## config.mk

```make
export PLATFORM = sky130hd
export DESIGN_NAME = digit_entry
export DESIGN_NICKNAME = d
export VERILOG_FILES = /design/src/rtl/digit_entry.sv
export SDC_FILE = /design/constraint.sdc
export NUM_CORES = 1
export LEC_CHECK = 0
export BUFFER_PORTS_ARGS = -buffer_cell sky130_fd_sc_hd__buf_2
export CORE_AREA = 2 2 105 82
export DETAILED_ROUTE_END_ITERATION = 8
export DIE_AREA = 0 0 107 84
export PLACE_DENSITY_LB_ADDON = 0.3
export SETUP_SLACK_MARGIN = 0.2
export SYNTH_ARGS = -nofsm -noshare
export SYNTH_HDL_FRONTEND = slang
export SYNTH_SLANG_ARGS = --single-unit
```

## constraint.sdc

```tcl
create_clock -name clk -period 4.7 [get_ports clk]
set_input_delay 0.94 -clock clk [delete_from_list [all_inputs] [get_ports clk]]
set_output_delay 0.94 -clock clk [all_outputs]
set_load 0.005 [all_outputs]
```

## src/rtl/digit_entry.sv

```systemverilog
// Multi-digit front-panel entry: debounced inc/dec buttons with auto-repeat,
// saturate or wrap stepping, clamped preset load and a change strobe.
module digit_entry #(
  parameter int NUM_DIGITS   = 4,
  parameter int DIGIT_W      = 4,
  parameter int MAX_VAL      = 9,
  parameter int DEB_CYCLES   = 120,
  parameter int REPEAT_DELAY = 0,
  parameter int REPEAT_RATE  = 1,
  parameter int WRAP         = 0
) (
  input  logic                          clk,
  input  logic                          rst,
  input  logic [NUM_DIGITS-1:0]         sel,
  input  logic                          btn_inc,
  input  logic                          btn_dec,
  input  logic                          load,
  input  logic [NUM_DIGITS*DIGIT_W-1:0] load_val,
  output logic [NUM_DIGITS*DIGIT_W-1:0] digits,
  output logic                          changed
);

  localparam int N  = NUM_DIGITS * DIGIT_W;
  localparam int CW = (DEB_CYCLES > 1) ? $clog2(DEB_CYCLES) : 1;
  localparam logic [DIGIT_W-1:0] MAXV = DIGIT_W'(MAX_VAL);

  // Index 0 is the increment button, index 1 the decrement button.
  logic [1:0]         raw;
  logic [1:0]         s1;
  logic [1:0]         s;
  logic [1:0]         stable;
  logic [1:0]         stable_q;
  logic [1:0]         press;
  logic [1:0]         rep;
  logic [1:0][CW-1:0] cnt;
  logic               conflict;
  logic               sel_ok;
  logic               inc_req;
  logic               dec_req;
  logic [N-1:0]       dnext;

  assign raw = {btn_dec, btn_inc};

  always_ff @(posedge clk or negedge rst) begin
    if (!rst) begin
      s1       <= '0;
      s        <= '0;
      stable   <= '0;
      stable_q <= '0;
      cnt      <= '0;
    end else begin
      s1       <= raw;
      s        <= s1;
      stable_q <= stable;
      for (int i = 0; i < 2; i++) begin
        if (s[i] == stable[i]) begin
          cnt[i] <= '0;
        end else if (cnt[i] == CW'(DEB_CYCLES - 1)) begin
          stable[i] <= s[i];
          cnt[i]    <= '0;
        end else begin
          cnt[i] <= cnt[i] + CW'(1);
        end
      end
    end
  end

  assign press    = stable & ~stable_q;
  assign conflict = &stable;

  generate
    if (REPEAT_DELAY > 0) begin : g_rep
      localparam int HW = $clog2(REPEAT_DELAY + 2);
      logic [1:0][HW-1:0] hc;
      logic [1:0]         arm;

      always_comb begin
        rep = '0;
        for (int i = 0; i < 2; i++) begin
          rep[i] = stable[i] & arm[i] & ~conflict &
                   ((hc[i] + HW'(1)) == HW'(REPEAT_DELAY));
        end
      end

      // arm is only set by a fresh press, so a button left held after
      // a two-button conflict never resumes repeating on its own.
      always_ff @(posedge clk or negedge rst) begin
        if (!rst) begin
          hc  <= '0;
          arm <= '0;
        end else begin
          for (int i = 0; i < 2; i++) begin
            if (conflict || !stable[i]) begin
              hc[i]  <= '0;
              arm[i] <= 1'b0;
            end else if (press[i]) begin
              hc[i]  <= '0;
              arm[i] <= 1'b1;
            end else if (!arm[i]) begin
              hc[i] <= '0;
            end else if (rep[i]) begin
              hc[i] <= HW'(REPEAT_DELAY - REPEAT_RATE);
            end else begin
              hc[i] <= hc[i] + HW'(1);
            end
          end
        end
      end
    end else begin : g_norep
      assign rep = '0;
    end
  endgenerate

  assign sel_ok  = (sel != '0) &&
                   ((sel & (sel - NUM_DIGITS'(1))) == '0);
  assign inc_req = (press[0] | rep[0]) & ~conflict & sel_ok;
  assign dec_req = (press[1] | rep[1]) & ~conflict & sel_ok;

  function automatic logic [DIGIT_W-1:0] step(
    input logic [DIGIT_W-1:0] d,
    input logic               up
  );
    if (up) begin
      if (d >= MAXV) return (WRAP != 0) ? '0 : MAXV;
      return d + DIGIT_W'(1);
    end
    if (d == '0) return (WRAP != 0) ? MAXV : '0;
    return d - DIGIT_W'(1);
  endfunction

  always_comb begin
    dnext = digits;
    for (int i = 0; i < NUM_DIGITS; i++) begin
      if (load) begin
        if (load_val[i*DIGIT_W +: DIGIT_W] > MAXV)
          dnext[i*DIGIT_W +: DIGIT_W] = MAXV;
        else
          dnext[i*DIGIT_W +: DIGIT_W] = load_val[i*DIGIT_W +: DIGIT_W];
      end else if (sel[i] && (inc_req || dec_req)) begin
        dnext[i*DIGIT_W +: DIGIT_W] =
          step(digits[i*DIGIT_W +: DIGIT_W], inc_req);
      end
    end
  end

  always_ff @(posedge clk or negedge rst) begin
    if (!rst) begin
      digits  <= '0;
      changed <= 1'b0;
    end else begin
      digits  <= dnext;
      changed <= (dnext != digits);
    end
  end

endmodule

```

# After elaboration in Yosys (flattened, before gate mapping)
# Cells that the tools add are included.
[totals]
output_inout_bits = 17
wordCells = 139
ff_bits = 39
[op_classes]
n_mux = 81
n_reduce_logical = 15
order_cmp = 8
eq_ne = 5
n_addsub = 11
bitwise_logic = 10
[op_table]
columns = ["cell", "count"]
rows = [
  ["two-way mux 4 bit", 36],
  ["two-way mux 1 bit", 41],
  ["two-way mux 7 bit", 4],
  ["logical NOT 4 bit", 5],
  ["subtractor 4 x 1 -> 4 bit, second input constant", 5],
  ["adder 4 x 1 -> 4 bit, second input constant", 4],
  [">= comparator 4 bit, second input constant", 4],
  ["greater-than comparator 4 bit, second input constant", 4],
  ["!= test 16 bit", 1],
  ["adder 7 x 1 -> 7 bit, second input constant", 2],
  ["equality test 7 bit, second input constant", 2],
  ["AND reduction 2 bit", 3],
  ["logical AND 1 bit", 5],
  ["bitwise AND 1 bit", 4],
  ["bitwise AND 4 bit", 1],
  ["nonzero test 4 bit", 1],
  ["inverter 1 bit", 3],
  ["bitwise AND 2 bit", 1],
  ["equality test 1 bit", 2],
  ["inverter 2 bit", 1],
  ["logical OR 1 bit", 1],
]

# Depth between registers and ports, before layout
# Gate-level depths: netlist (run 1).
[depth]
ltp_word = 17
ltp_mapped = 10
mapped_depth_nobuf = 9

# Least setup slack after synthesis (run 1)
# OpenSTA, ideal clock, no wires.
[synth_timing]
path_type = "input to register"
startpoint = "input port sel[0]"
endpoint = "register changed"
required_ps = 4555
setup_time_ps = 145
cell_stages = 7
slack_ps = 1783
arrival_ps = 2773
cell_sequence = "or4b_4 > o311a_2 > nor2_8 > a311o_1 > mux2_2 > a2111oi_0 > nand4b_1"
[synth_via]
elab_chain_len = 12
elab_cells_between_ends = 34
[synth_lines]
columns = ["element", "line", "rtl"]
rows = [
  ["from (decl)", "14", "input logic [NUM_DIGITS-1:0] sel,"],
  ["subtractor 4 x 1 -> 4 bit", "115", "((sel & (sel - NUM_DIGITS'(1))) == '0);"],
  ["bitwise AND 4 bit", "115", ""],
  ["logical NOT 4 bit", "115", ""],
  ["logical AND 1 bit", "114", "assign sel_ok = (sel != '0) &&"],
  ["bitwise AND 1 bit", "116", "assign inc_req = (press[0] | rep[0]) & ~conflict & sel_ok;"],
  ["two-way mux 1 bit", "123", "if (up) begin"],
  ["two-way mux 1 bit", "139", "end else if (sel[i] && (inc_req || dec_req)) begin"],
  ["two-way mux 1 bit", "134", "if (load) begin"],
  ["two-way mux 4 bit", "127", "if (d == '0) return (WRAP != 0) ? MAXV : '0;"],
  ["two-way mux 4 bit", "139", ""],
  ["two-way mux 4 bit", "134", ""],
  ["!= test 16 bit (*)", "152", "changed <= (dnext != digits);"],
  ["to (signal assigned)", "152", ""],
  ["to (decl)", "20", "output logic changed"],
]
# Every way passes the cells marked *; elsewhere a longest branch is shown, timed or not. The select of a mux whose other input is x is not followed.
# A chain may end at the register's enable or synchronous reset.

# Final worst setup path (run 1)
# Ends and elaborated chain as after synthesis.

==> results of run 1 <==
[synth_stat cells, types with 3 or more instances]
cell,n,area [µm²]
a2111oi_0,4,35.0
a211oi_1,6,45.0
a21oi_1,19,95.1
a22oi_1,3,22.5
a311oi_1,4,35.0
a31o_2,3,26.3
a31oi_1,12,75.1
and2_1,3,18.8
and3_1,3,18.8
clkbuf_1,13,48.8
clkbuf_8,5,68.8
dfrtp_1,39,976
ha_1,14,175
inv_1,14,52.6
mux2_2,6,67.6
nand2_1,22,82.6
nand2b_1,4,25.0
nand3_1,7,35.0
nand3b_1,4,30.0
nand4_1,3,18.8
nor2_1,39,146
nor2b_1,5,31.3
nor3_1,13,65.1
nor3b_1,5,37.5
nor4_1,5,31.3
o211ai_1,4,30.0
o21a_1,5,37.5
o21ai_0,19,95.1
o22ai_1,3,18.8
o31ai_1,4,30.0
or3_1,8,50.1
or4_1,3,22.5
xnor2_1,12,105
xor2_1,10,87.6
[flip-flops by register name, indices dropped and copies added, names as in the netlist]
register  flops
digits       16
changed       1
s             2
stable        2
stable_q      2
cnt          14
s1            2
[layer usage]
| metal | track usage (%) | wire length, µm | share of wire (%) | vias to the layer above |
|---|---|---|---|---|
| li1 | - | - | - | 1452 |
| met1 | 28.7 | 4130 | 49 | 1424 |
| met3 | 3.36 | 711 | 8.4 | 12 |
| met2 | 28.0 | 3530 | 42 | 125 |
| met5 | 0 | 0 | 0 | - |
| met4 | 5.90 | 123 | 1.4 | 0 |
[area by class of cell]
class | count | area (µm²)
timing repair buffer | 43 | 220
tap | 108 | 135
sequential | 39 | 976
multi-input combinational | 297 | 2050
clock buffer | 5 | 68.8
inverter | 14 | 52.6
fill | 789 | 4540
clock inverter | 3 | 46.3
[power groups by stage]
stage               clock [mW]  sequential (mW)  combinational (mW)
detailed placement           0            0.403               0.188
CTS                      0.308            0.396               0.190
finish                   0.304            0.397               0.190
global route             0.325            0.401               0.213
floorplan                    0            0.377               0.153
global placement             0            0.401               0.186
[layout by cell type, fill, tap and decap left out, types with 3 or more instances in the layout]
cell type / synthesis / routed
a31o_2: 3 / 3
inv_1: 14 / 14
nor3b_1: 5 / 5
o31ai_1: 4 / 4
nor2b_1: 5 / 5
o22ai_1: 3 / 3
nor2_1: 39 / 39
mux2_2: 6 / 6
buf_2: 2 / 41
o211ai_1: 4 / 4
or3_1: 8 / 8
and2_1: 3 / 3
or4_1: 3 / 3
nand4_1: 3 / 3
ha_1: 14 / 14
a311oi_1: 4 / 4
o21a_1: 5 / 5
nand2_1: 22 / 22
a211oi_1: 6 / 6
nor4_1: 5 / 5
xor2_1: 10 / 10
nor3_1: 13 / 13
and3_1: 3 / 3
a2111oi_0: 4 / 4
dfrtp_1: 39 / 39
xnor2_1: 12 / 12
a31oi_1: 12 / 12
nand2b_1: 4 / 4
a22oi_1: 3 / 3
o21ai_0: 19 / 19
clkbuf_8: 5 / 5
nand3_1: 7 / 7
a21oi_1: 19 / 19
nand3b_1: 4 / 4
[logic make-up after synthesis]
family / synth area share [%]
buffers and inverters: 7.21
DFF: 29.9
and+or+nand+nor: 25.7
muxes: 2.69
adders and majority gates: 5.37
xor gates and xnor gates: 5.91
AOI/OAI and AO/OA: 23.2
[worst paths after layout]
check / start / endpoint / slack (ps) / depth (start not counted)
hold reg to reg: s1[0]$_DFF_PN0_ / s[0]$_DFF_PN0_ / 360 / 0
hold / removal: s1[0]$_DFF_PN0_ / s[0]$_DFF_PN0_ / 360 / 0
setup / recovery: sel[0] / changed$_DFF_PN0_ / 1550 / 8
setup reg to reg: stable[1]$_DFFE_PN0P_ / changed$_DFF_PN0_ / 1720 / 7
min in group asynchronous: rst / digits[4]$_DFF_PN0_ / 760 / 1
max in group asynchronous: rst / digits[3]$_DFF_PN0_ / 3370 / 1
[through the flow]
| stage | hold WS [ps] | std cells | util (%) | instance area (µm²) | setup slack, ps |
|---|---|---|---|---|---|
| detailed placement | 339 | 501 | 42.4 | 3430 | 1280 |
| floorplan | 331 | 373 | - | 3260 | 1780 |
| finish | 355 | 509 | 43.9 | 3550 | 1550 |
| global route | 372 | 509 | 43.9 | 3550 | 1350 |
| global placement | 335 | 501 | 42.4 | 3430 | 1290 |
| CTS | 360 | 509 | 43.9 | 3550 | 1560 |
[worst max-delay path, stage by stage]
cell and delay (ps):
buf_2 140, or4b_4 580, o311a_2 210, nor2_8 290, a311o_1 250, mux2_2 330, a2111oi_0 410, nand4b_1 150
==> key figures, run 1 <==
Run status
  – Status: complete, no violations

Detailed routing
  – DR iter-0 viols: 257
  – Vias per std cell: 5.92
  – Detail Route Antenna Nets: 0
  – WL/cell: 16.7 µm
  – Residual DRC: 0
  – Via Count: 3,013
  – First-pass DRT Iterations: 4
  – DRT Wirelength: 8500 µm

Global routing
  – Global-route wire length before repair: 13,700 µm
  – Initial antenna violation count: 0
  – GRT Resource Usage Total: 19.2%
  – GR Overflow Total: 0
  – Vias in the first global route: 2,767
  – Largest net degree at the start of global routing: 40

Synth
  – Synthesized Nets: 412
  – Post-Syn Area: 3260 µm²
  – Synthesized area per cell: 8.74 µm²
  – Prevailing post-synth register cell: dfrtp_1
  – Register bit total from synthesis: 39
  – Gate Count Post-Synth: 373
  – Number of synthesized flops with an enable pin: 0
  – Register area share after synthesis: 29.9%
  – Synth warnings: 0
  – Distinct cell type count after synthesis: 72
  – Post-synth ARST share: 100%

STA
  – Least-Margin Pin Slew: 914 ps
  – Post-layout min period: 3150 ps
  – Setup_tns: 0 ps
  – Final setup viols: 0
  – Fmax: 0.317 GHz
  – Final Max Slew Viols: 0
  – Hold Vio Cnt, Final: 0
  – Period utilization: 67.1%
  – Worst relative slew slack: 39.1%
  – Worst Skew: 9.90 ps
  – RSZ-0062 raised after global routing: no

Pwr
  – Clk network pwr share: 34.1%
  – Int Power: 0.597 mW
  – Pwr/cell area: 251 nW/µm²
  – Peak supply drop: 0.000182 V
  – Logic pwr share: 21.3%
  – Switching share of power: 32.9%
  – Total power: 0.890 mW
  – Leak Pwr: 1.46 nW
  – Seq pwr share: 44.6%
  – Switching power: 0.293 mW

Clocking
  – CTS tree: built
  – Clock latency on the worst-skew pair: 310 ps
  – Postcts setup bufs: 0
  – Clock Pin Slew Worst Setup and Hold Paths: 90 ps
  – Clock tree sinks: 39
  – H-Tree Depth: 2
  – CTS resizes: 0
  – Max Root-Sink Buffers: 2
  – CTS Root Cell: clkbuf_8
  – Total CTS buffers: 5
  – Hold Buf Count CTS: 0

Hold path
  – Hold Crit Class: reg -> reg

Final layout
  – Ant diodes: 0
  – Layout cells sized above 1: 19.0%
  – Final nets: 439
  – Area grow syn2layout: 8.83%

Floorplan
  – Starting density of the core: 40.3%
  – Die H: 84 µm
  – Die Wd: 107 µm
  – Io pins: 42
  – Num rows: 29
  – Core footprint: 8090 µm²
  – Die area: 8990 µm²

Critical path
  – CP endpoint kind: register
  – Critical Path Fanout Max: 23
  – CP Launch Type: input port
  – WP data required: 4860 ps
  – Setup Crit Path Kind: in -> reg
  – Arr. time, crit path: 3320 ps

Flow run
  – Maxcap violations: 0

Place
  – Hpwl dp: 6160 µm
  – GPL Wtd Cong: 0.902
  – # port buffers: 41
Note: power is estimated with default switching activity, not from simulation.
==> run 2: changes to the inputs <==
--- a/config.mk
+++ b/config.mk
@@ -5,10 +5,11 @@
 export SDC_FILE = /design/constraint.sdc
 export NUM_CORES = 1
 export LEC_CHECK = 0
+export ABC_AREA = 1
 export BUFFER_PORTS_ARGS = -buffer_cell sky130_fd_sc_hd__buf_2
-export CORE_AREA = 2 2 105 82
+export CORE_AREA = 2 2 99 77
 export DETAILED_ROUTE_END_ITERATION = 8
-export DIE_AREA = 0 0 107 84
+export DIE_AREA = 0 0 101 79
 export PLACE_DENSITY_LB_ADDON = 0.3
 export SETUP_SLACK_MARGIN = 0.2
 export SYNTH_ARGS = -nofsm -noshare
==> constraint.sdc (replaced) <==
create_clock -name clk -period 2.9 [get_ports clk]
set_input_delay 0.58 -clock clk [delete_from_list [all_inputs] [get_ports clk]]
set_output_delay 0.58 -clock clk [all_outputs]
set_load 0.005 [all_outputs]
==> run 2 against run 1 <==
Effect of this change:
- count of clock-buffer cells in the layout up 1
- total power up 61%
- via count down 4.6%
- clock power up 63%
- critical path depth up 7
- largest cell class unchanged
- cell area down 6.9%
- clock skew down 7.5 ps
==> key figures, run 2 <==
Floorplan
  – Die H: 79 µm
  – Die Wd: 101 µm
  – Core footprint: 7090 µm²
  – Starting density of the core: 40.6%
  – Io pins: 42
  – Num rows: 27
  – Die area: 7980 µm²

STA
  – Fmax: 0.430 GHz
  – Hold Vio Cnt, Final: 0
  – Final setup viols: 0
  – Period utilization: 80.1%
  – Least-Margin Pin Slew: 891 ps
  – Post-layout min period: 2320 ps
  – Final Max Slew Viols: 0
  – Setup_tns: 0 ps
  – RSZ-0062 raised after global routing: no
  – Worst relative slew slack: 40.6%
  – Worst Skew: 2.41 ps

Detailed routing
  – WL/cell: 12.6 µm
  – Vias per std cell: 5.12
  – Detail Route Antenna Nets: 0
  – DRT Wirelength: 7050 µm
  – Via Count: 2,875
  – First-pass DRT Iterations: 4
  – DR iter-0 viols: 148
  – Residual DRC: 0

Final layout
  – Layout cells sized above 1: 14.1%
  – Filler Cells Inserted: 741
  – Top reg by flops: digits
  – Top flop regs: digits: 16 flops, cnt: 14 flops
  – Commonest non-fill, non-tap cell in the layout: nand2_1
  – Commonest non-fill, non-tap cells in the layout: 136 x nand2_1, 56 x nand3_1, 52 x nor2_1, 41 x buf_2
  – Sequential cell area: 976 µm²
  – Ant diodes: 0
  – Multi-input combinational cell area: 1720 µm²
  – Final Util: 46.6%
  – Max reg flops: 16
  – Area grow syn2layout: 14.6%
  – Final nets: 512
  – Fin area: 3300 µm²

Synth
  – Register area share after synthesis: 33.9%
  – Top cells by area, synth: dfrtp_1 34%, nand2_1 18%, nand3_1 9.7%
  – Yosys top cell by area: dfrtp_1
  – Gate Count Post-Synth: 428
  – Post-Syn Area: 2880 µm²
  – Synthesized area per cell: 6.74 µm²
  – Post-synth ARST share: 100%
  – Distinct cell type count after synthesis: 29
  – Synthesized Nets: 467
  – Synth warnings: 0
  – Most numerous cell in the Yosys netlist: nand2_1
  – Register bit total from synthesis: 39
  – Number of synthesized flops with an enable pin: 0
  – Top-area cell type share of the netlist area: 33.9%
  – Prevailing post-synth register cell: dfrtp_1
  – Post-synth top cells: 136 x nand2_1, 56 x nand3_1, 52 x nor2_1, 39 x dfrtp_1, 39 x inv_1

Global routing
  – Global-route wire length before repair: 12,300 µm
  – Largest net degree at the start of global routing: 40
  – Vias in the first global route: 2,674
  – Initial antenna violation count: 0
  – GRT Resource Usage Total: 19.1%
  – GR Overflow Total: 0

Clocking
  – Postcts setup bufs: 0
  – CTS Root Cell: clkbuf_8
  – Clock latency on the worst-skew pair: 290 ps
  – H-Tree Depth: 2
  – Hold Buf Count CTS: 0
  – Total CTS buffers: 5
  – Max Root-Sink Buffers: 2
  – CTS resizes: 0
  – Clock Pin Slew Worst Setup and Hold Paths: 80 ps
  – Clock tree sinks: 39
  – CTS tree: built

Run status
  – Status: complete, no violations

Critical path
  – CP Launch Type: register
  – Critical Path Fanout Max: 8
  – CP endpoint kind: register
  – WP data required: 3090 ps
  – Arr. time, crit path: 2520 ps
  – Setup Crit Path Kind: reg -> reg

Pwr
  – Pwr/cell area: 435 nW/µm²
  – Peak supply drop: 0.000205 V
  – Leak Pwr: 1.71 nW

Hold path
  – Hold Crit Class: reg -> reg

Place
  – GPL Wtd Cong: 0.889
  – # port buffers: 41
  – Hpwl dp: 5390 µm
  – Placed cell area: 3180 µm²

Flow run
  – Maxcap violations: 0
## run 2: cell types whose count changed after synthesis, sizes merged, moves of 6 or more
cell    change
a211oi      -6
a31oi      -10
clkbuf     -15
inv        +30
nand2     +118
nand3      +51
nand4       +7
nor2       +12
nor3       -11
nor4        -6
or3         -8
xor2        -7
## run 2: where the power goes
group,internal [mW],switching (mW)
registers,0.572,0.0422
clock network,0.283,0.212
logic,0.124,0.204
## run 2: layout make-up
cell class	instances	area share, %
Clock buffer	6	2.50
Clock inverter	2	1.17
Inverter	45	5.11
Multi-Input combinational cell	340	51.9
Sequential cell	39	29.5
Tap cell	87	3.30
Timing Repair Buffer	42	6.44
## run 2: per-layer routing
layer  share of wire, %  track usage, %  vias to the layer above
li1                   -               -                     1481
met1                 49            28.1                     1323
met2                 44            28.8                       63
met3                5.3            3.17                        8
met4                1.1            5.68                        0
met5                  0               0                        -
## run 2: worst max-delay path: stages, from the launching register on
cell and delay, ps:
dfrtp_1 490, inv_1 150, ha_1 290, or2_2 310, o21ai_0 170, nand2_1 100
nand3_1 90, nand2_1 50, nand2_1 70, nand2_1 80, nand2_1 60, nand2_1 50
nor2_1 70, nand2_1 90, nor2_1 110, nand2_1 50
## run 2: path summary, 6_finish.rpt
check                                         start                   to  slack [ps]  cells after the start
min in group asynchronous                       rst     cnt[6]$_DFF_PN0_         400                      1
worst min register to register      s1[1]$_DFF_PN0_       s[1]$_DFF_PN0_         350                      0
worst max register to register  digits[0]$_DFF_PN0_    changed$_DFF_PN0_         580                     15
worst max-delay path            digits[0]$_DFF_PN0_    changed$_DFF_PN0_         580                     15
worst min-delay path                s1[1]$_DFF_PN0_       s[1]$_DFF_PN0_         350                      0
max in group asynchronous                       rst  digits[0]$_DFF_PN0_        1940                      1
## run 2: logic make-up after synthesis
logic type / share of synthesized area [%]
AND/OR/NAND/NOR: 41.7
buffers and inverters: 6.64
AO/OA/AOI/OAI: 7.90
flip-flops: 33.9
adder cells (fa/ha/maj): 6.08
XOR/XNOR: 3.04
multiplexers: 0.781
## run 2: through the flow
step / cells / total power [mW] / hold slack, ps / worst slack, ps
after global routing: 561 / 1.53 / 366 / 313
after CTS: 561 / 1.45 / 357 / 590
after global placement: 553 / 0.946 / 337 / 606
after detailed placement: 553 / 0.951 / 337 / 523
after floorplan: 428 / 0.839 / 284 / 904
final: 561 / 1.44 / 354 / 576
